<file path="src/rtl/tbox.sv">
// rtl/tbox.sv - tic-tac-toe board engine: 3x3 board, alternating turns from X, combinational result
// Optional define TBOX_SET_EDGE_EN: accept at most one move per rising edge of set.
module tbox (
    input  logic       clk,
    input  logic       reset,
    input  logic       set,
    input  logic [1:0] row,
    input  logic [1:0] col,
    output logic [8:0] valid,
    output logic [8:0] symbol,
    output logic [1:0] game_state
);

    // Rows, columns, then the two diagonals, as cell masks (bit 0 = top-left)
    localparam logic [8:0] line_mask [8] = '{
        9'h007, 9'h038, 9'h1c0,
        9'h049, 9'h092, 9'h124,
        9'h111, 9'h054
    };

    logic [8:0] valid_q  = 9'h000;
    logic [8:0] symbol_q = 9'h000;
    logic       turn_q   = 1'b1;

    logic [2:0] row_oh;
    logic [2:0] col_oh;
    logic [8:0] cell_sel;
    logic [8:0] x_cells;
    logic [8:0] o_cells;
    logic       x_win;
    logic       o_win;
    logic       set_ok;
    logic       accept;

    // Out-of-range coordinates decode to an empty one-hot, which rejects the move
    always_comb begin
        row_oh = 3'b000;
        col_oh = 3'b000;
        case (row)
            2'd1:    row_oh = 3'b001;
            2'd2:    row_oh = 3'b010;
            2'd3:    row_oh = 3'b100;
            default: row_oh = 3'b000;
        endcase
        case (col)
            2'd1:    col_oh = 3'b001;
            2'd2:    col_oh = 3'b010;
            2'd3:    col_oh = 3'b100;
            default: col_oh = 3'b000;
        endcase
    end

    always_comb begin
        cell_sel = 9'h000;
        for (int r = 0; r < 3; r++) begin
            for (int c = 0; c < 3; c++) begin
                cell_sel[r*3+c] = row_oh[r] & col_oh[c];
            end
        end
    end

    assign x_cells = valid_q & symbol_q;
    assign o_cells = valid_q & ~symbol_q;

    always_comb begin
        x_win = 1'b0;
        o_win = 1'b0;
        for (int i = 0; i < 8; i++) begin
            if ((x_cells & line_mask[i]) == line_mask[i]) x_win = 1'b1;
            if ((o_cells & line_mask[i]) == line_mask[i]) o_win = 1'b1;
        end
    end

    always_comb begin
        game_state = 2'b00;
        if (x_win)
            game_state = 2'b01;
        else if (o_win)
            game_state = 2'b10;
        else if (&valid_q)
            game_state = 2'b11;
    end

`ifdef TBOX_SET_EDGE_EN
    logic set_q = 1'b0;

    always_ff @(posedge clk or posedge reset) begin
        if (reset)
            set_q <= 1'b0;
        else
            set_q <= set;
    end

    assign set_ok = set & ~set_q;
`else
    assign set_ok = set;
`endif

    assign accept = set_ok && (|cell_sel) && !(|(cell_sel & valid_q)) && (game_state == 2'b00);

    always_ff @(posedge clk or posedge reset) begin
        if (reset) begin
            valid_q  <= 9'h000;
            symbol_q <= 9'h000;
            turn_q   <= 1'b1;
        end else if (accept) begin
            valid_q  <= valid_q | cell_sel;
            symbol_q <= turn_q ? (symbol_q | cell_sel) : (symbol_q & ~cell_sel);
            turn_q   <= ~turn_q;
        end
    end

    assign valid  = valid_q;
    assign symbol = symbol_q & valid_q;

endmodule

</file>
<file path="config.mk">
export PLATFORM = sky130hd
export DESIGN_NAME = tbox
export DESIGN_NICKNAME = d
export VERILOG_FILES = /design/src/rtl/tbox.sv
export SDC_FILE = /design/constraint.sdc
export NUM_CORES = 1
export LEC_CHECK = 0
export ABC_AREA = 1
export BUFFER_PORTS_ARGS = -buffer_cell sky130_fd_sc_hd__buf_2
export CORE_MARGIN = 4
export CORE_UTILIZATION = 57
export CTS_CLUSTER_SIZE = 20
export DETAILED_ROUTE_END_ITERATION = 8
export PLACE_DENSITY = 0.83
export SKIP_CTS_REPAIR_TIMING = 1
export SYNTH_ARGS = -nofsm -noshare
export SYNTH_HDL_FRONTEND = slang
export SYNTH_SLANG_ARGS = --single-unit
</file>
<file path="constraint.sdc">
create_clock -name clk -period 2.95 [get_ports clk]
set_input_delay 0.4425 -clock clk [delete_from_list [all_inputs] [get_ports clk]]
set_output_delay 0.4425 -clock clk [all_outputs]
set_load 0.01 [all_outputs]
</file>
-- Yosys cells after proc, flatten, opt, wreduce, memory -nomap -nowiden
Cells that the tools add are included.
- input bits: 7
- bits in latches: 0
- output and inout bits: 20
- bits in registers: 19
- word-level logic and storage cells: 73
- ROM bits: 0
- memories: 0
- RAM bits: 0
- muxes and demuxes: 22
- div/mod/pow operators: 0
- equality and inequality tests: 22
- magnitude comparators: 0
- $add $sub $neg: 0
- reduce and logical (&&, ||, !) cells: 8
- shifts and indexed selects: 0
- bitwise operators: 18
- multipliers: 0
- operators with widths (kind ; number):
    $eq A3 B3 Y1 const B ; 16
    $and A9 B9 Y9 ; 4
    $not A9 Y9 ; 2
    $or A9 B9 Y9 ; 2
    $pmux W3 S3 ; 2
    $reduce_or A9 Y1 ; 2
    $mux W1 ; 16
    $and A1 B1 Y1 ; 9
    $mux W9 ; 1
    $reduce_and A9 Y1 ; 1
    $eq A2 B2 Y1 const B ; 4
    $mux W2 ; 3
    $eq A2 B1 Y1 const B ; 2
    $logic_and A1 B1 Y1 ; 3
    $logic_not A2 Y1 ; 1
    $logic_not A1 Y1 ; 1
    $not A1 Y1 ; 1

-- Logic depth before layout (Yosys ltp)
- depth in word-level cells: 15
- depth in mapped cells: 13
- gate-level depth less buffers: 12

-- Least setup slack after synthesis
Ideal clock, no wire load.
- path kind: register -> output
- start point: register valid_q[2] (netlist: valid[2])
- end point: output game_state[1]
- path slack: 1251 ps
- arrival time: 1257 ps
- buffers on the path: 1
- cell stages (with the launch flop): 10
- data required time: 2508 ps
- cells stage by stage: dfrtp_1 -> inv_2 -> nor2_1 -> nand3_1 -> nand2_1 -> inv_1 -> nand2_1 -> nor3_2 -> buf_2 -> nor2_1
- cells in the longest elaborated chain, start to end: 12
- RTL lines (item ; line ; text):
    start: declaration ; 21 ; logic [8:0] valid_q = 9'h000;
    start signal: assignment ; 107 ; valid_q <= valid_q | cell_sel;
    $and A9 B9 Y9 ; 63 ; assign o_cells = valid_q & ~symbol_q;
    $eq A3 B3 Y1 ; 70 ; if ((o_cells & line_mask[i]) == line_mask[i]) o_win = 1'b1;
    $mux W1 (8 in series) ; 70 ;
    $mux W2 ; 78 ; else if (o_win)
    $mux W2 * ; 76 ; if (x_win)
    end: declaration ; 11 ; output logic [1:0] game_state
Mark *: on every way between the ends. The rest lies on a longest branch, timed or not.

-- Worst setup path after layout
- start point: register valid_q[0] (netlist: valid[0])
- end point: output game_state[1]
The elaborated chain is that of the path after synthesis.

==> reports/results.ini <==
[min_path]
hold_class=in -> async

[timing]
clock.fmax_ghz=0.4456
skew_ps=2.725
tns_ps=0
final_max_slew_viol_count=0
max_slew.worst_pin.slew_ps=725.9
slew_headroom_pct=51.55
setup_viol=0
hold_viol=0
rsz0062_at_grt=no
period_minus_slack_ps=2244
whs_ps=247.5
finalCritPeriodShare_pct=76.08

[floorplan]
placeableCoreArea_mm2=0.002002
initial_core_util_pct=61.19
fp.dieH_um=54.36
row_count=16
fp.dieW_um=54.36
die-area_mm2=0.002954
io_pins=27

[logic_synthesis]
ys_seq_area_share_pct=38.92
ys_ff_latch=19
synth_edf_count=0
yosys.cell_types.count=16
synth_area_leaders=dfrtp_1 (37%), nand2_1 (25%), nor2_1 (10%), nand3_1 (6.9%), inv_1 (6.7%)
ys_async_sr_fraction_pct=100.0
syn-cell-area_mm2=0.001225
syn_area_per_cell_um2=6.155
netlist_instances=199
yosys_warnings=0
yosysTopAreaCell=dfrtp_1
synth_flop_cell=dfrtp_1
yosys.area.top_type_share_pct=36.77
syn_nets=206

[place]
dp_cells=249
port_buffers=26
post_dp_cell_area_mm2=0.001378
dpl.hpwl_um=2426
gp_congestion=0.9927

[cts]
clock_sinks=19
cts_buffers=3
root_buffer=clkbuf_4
clk_pin_slew_ps=100
clock_path_buffers=2
cts_tree=yes
cts-htree-levels=1
clock_latency_ps=300

[critical_path]
critPathMaxStageDelay_ps=460
cpMostUsedCell=nand2_1
critPathMaxFanout=21
path_cells=inv_2, nor2_1, nand2_1, nand2_1, nand2_1, nand2_1, nor3_2, buf_4, nor2_1, buf_2
startpoint_type=flop
cp.arrival_ps=1800
endpoint_kind=primary output
crit_required_ps=2510
slowest_stage=dfrtp_1
worstSetupPathType=reg -> out

[detailed_routing]
first_iter_violations=60
drtAntennaViolNets=0
wl_met3_um=260
drc=0
wirelength_um=3051
met2WireLength_um=1390
drt-met1-wl_um=1361
vias=1321
wire_per_inst_um=12.06
vias_per_cell=5.221
maxUsedRoutingLayer=met4
first_pass_iters=4

[final_layout]
n_antenna_cell=0
seqCellArea_um2=476.7
final_common_cell=nand2_1
layout_common_cells=nand2_1 (80), nor2_1 (33), buf_2 (26)
multiInputGateArea_um2=616.8
nFillCells=196
fin_cells=253
design_area_mm2=0.001404
layout-drive-gt1-share_pct=17.26
areaGrowthSynthToFinish_pct=14.61
nets=234

[grt]
grt_usage_pct=24.40
gr-total-overflow=0
grt_pass1_wl_um=5168
antenna_found_initial=0
grt_pass1_vias=1173
grt_max_degree=22

[power_and_ir_drop]
total_power_uw=428.1
peakVddDrop_v=0.0003062
power_density_mw_per_mm2=304.9
leakage_uw=0.0008980

[outcome]
status=finished, final reports clean

[job]
maxCapViolations=0

## worst max-delay path: cells and delay by family, from the launching register on
| family | cells | cell delay (ps) |
|---|---|---|
| buf+inv | 3 | 400 |
| flops | 1 | 460 |
| simple gates | 7 | 640 |
## logic make-up (layout without fill, tap and decap cells)
logic type / count (synthesis) / after routing / synth area share, %
AO/OA/AOI/OAI: 4 / 4 / 1.838
AND/OR/NAND/NOR: 143 / 143 / 48.52
buffers and inverters: 33 / 60 / 10.72
flip-flops: 19 / 19 / 38.92
## cell type report
class / instances / share of cell area (%)
Clock buffer: 4 / 1.872
Inverter: 28 / 7.487
Multi-Input combinational cell: 147 / 43.94
Sequential cell: 19 / 33.96
Tap cell: 27 / 2.406
Timing Repair Buffer: 28 / 10.34
## final timing paths
kind,from,endpoint,slack (ps),depth (start not counted)
setup / recovery,valid[0]$_DFFE_PP0P_,game_state[1],710,10
hold / removal,reset,valid[7]$_DFFE_PP0P_,250,2
setup reg to reg,valid[0]$_DFFE_PP0P_,flop,1170,11
hold reg to reg,flop,flop,510,2
max in group asynchronous,reset,valid[2]$_DFFE_PP0P_,2250,2
min in group clk,flop,flop,510,2
## stage by stage
step	util [%]	worst slack (ps)
after floorplan	-	1251
after global placement	68.81	1080
after detailed placement	68.81	1052
after CTS	70.13	707.7
after global routing	70.13	532.8
final	70.13	705.7
## cell usage after synthesis, types with 3 or more instances
master	count
inv_2	6
o21ai_0	3
inv_1	22
buf_2	3
dfrtp_1	18
nor2_1	33
nand3_1	17
nand4_1	10
nand2_1	80
## power breakdown
| part | switching, uW | total, uW | internal [uW] |
|---|---|---|---|
| clock network | 78.4 | 131 | 52.7 |
| logic | 26.3 | 36.6 | 10.3 |
| registers | 0 | 260 | 260 |
| total | 105 | 428 | 323 |
## routing by layer
metal / track usage [%] / up-vias
li1: - / 666
met5: 0 / -
met4: 7.469 / 0
met2: 40.84 / 62
met1: 32.53 / 588
met3: 3.270 / 5
(Power assumes the default switching activity.)
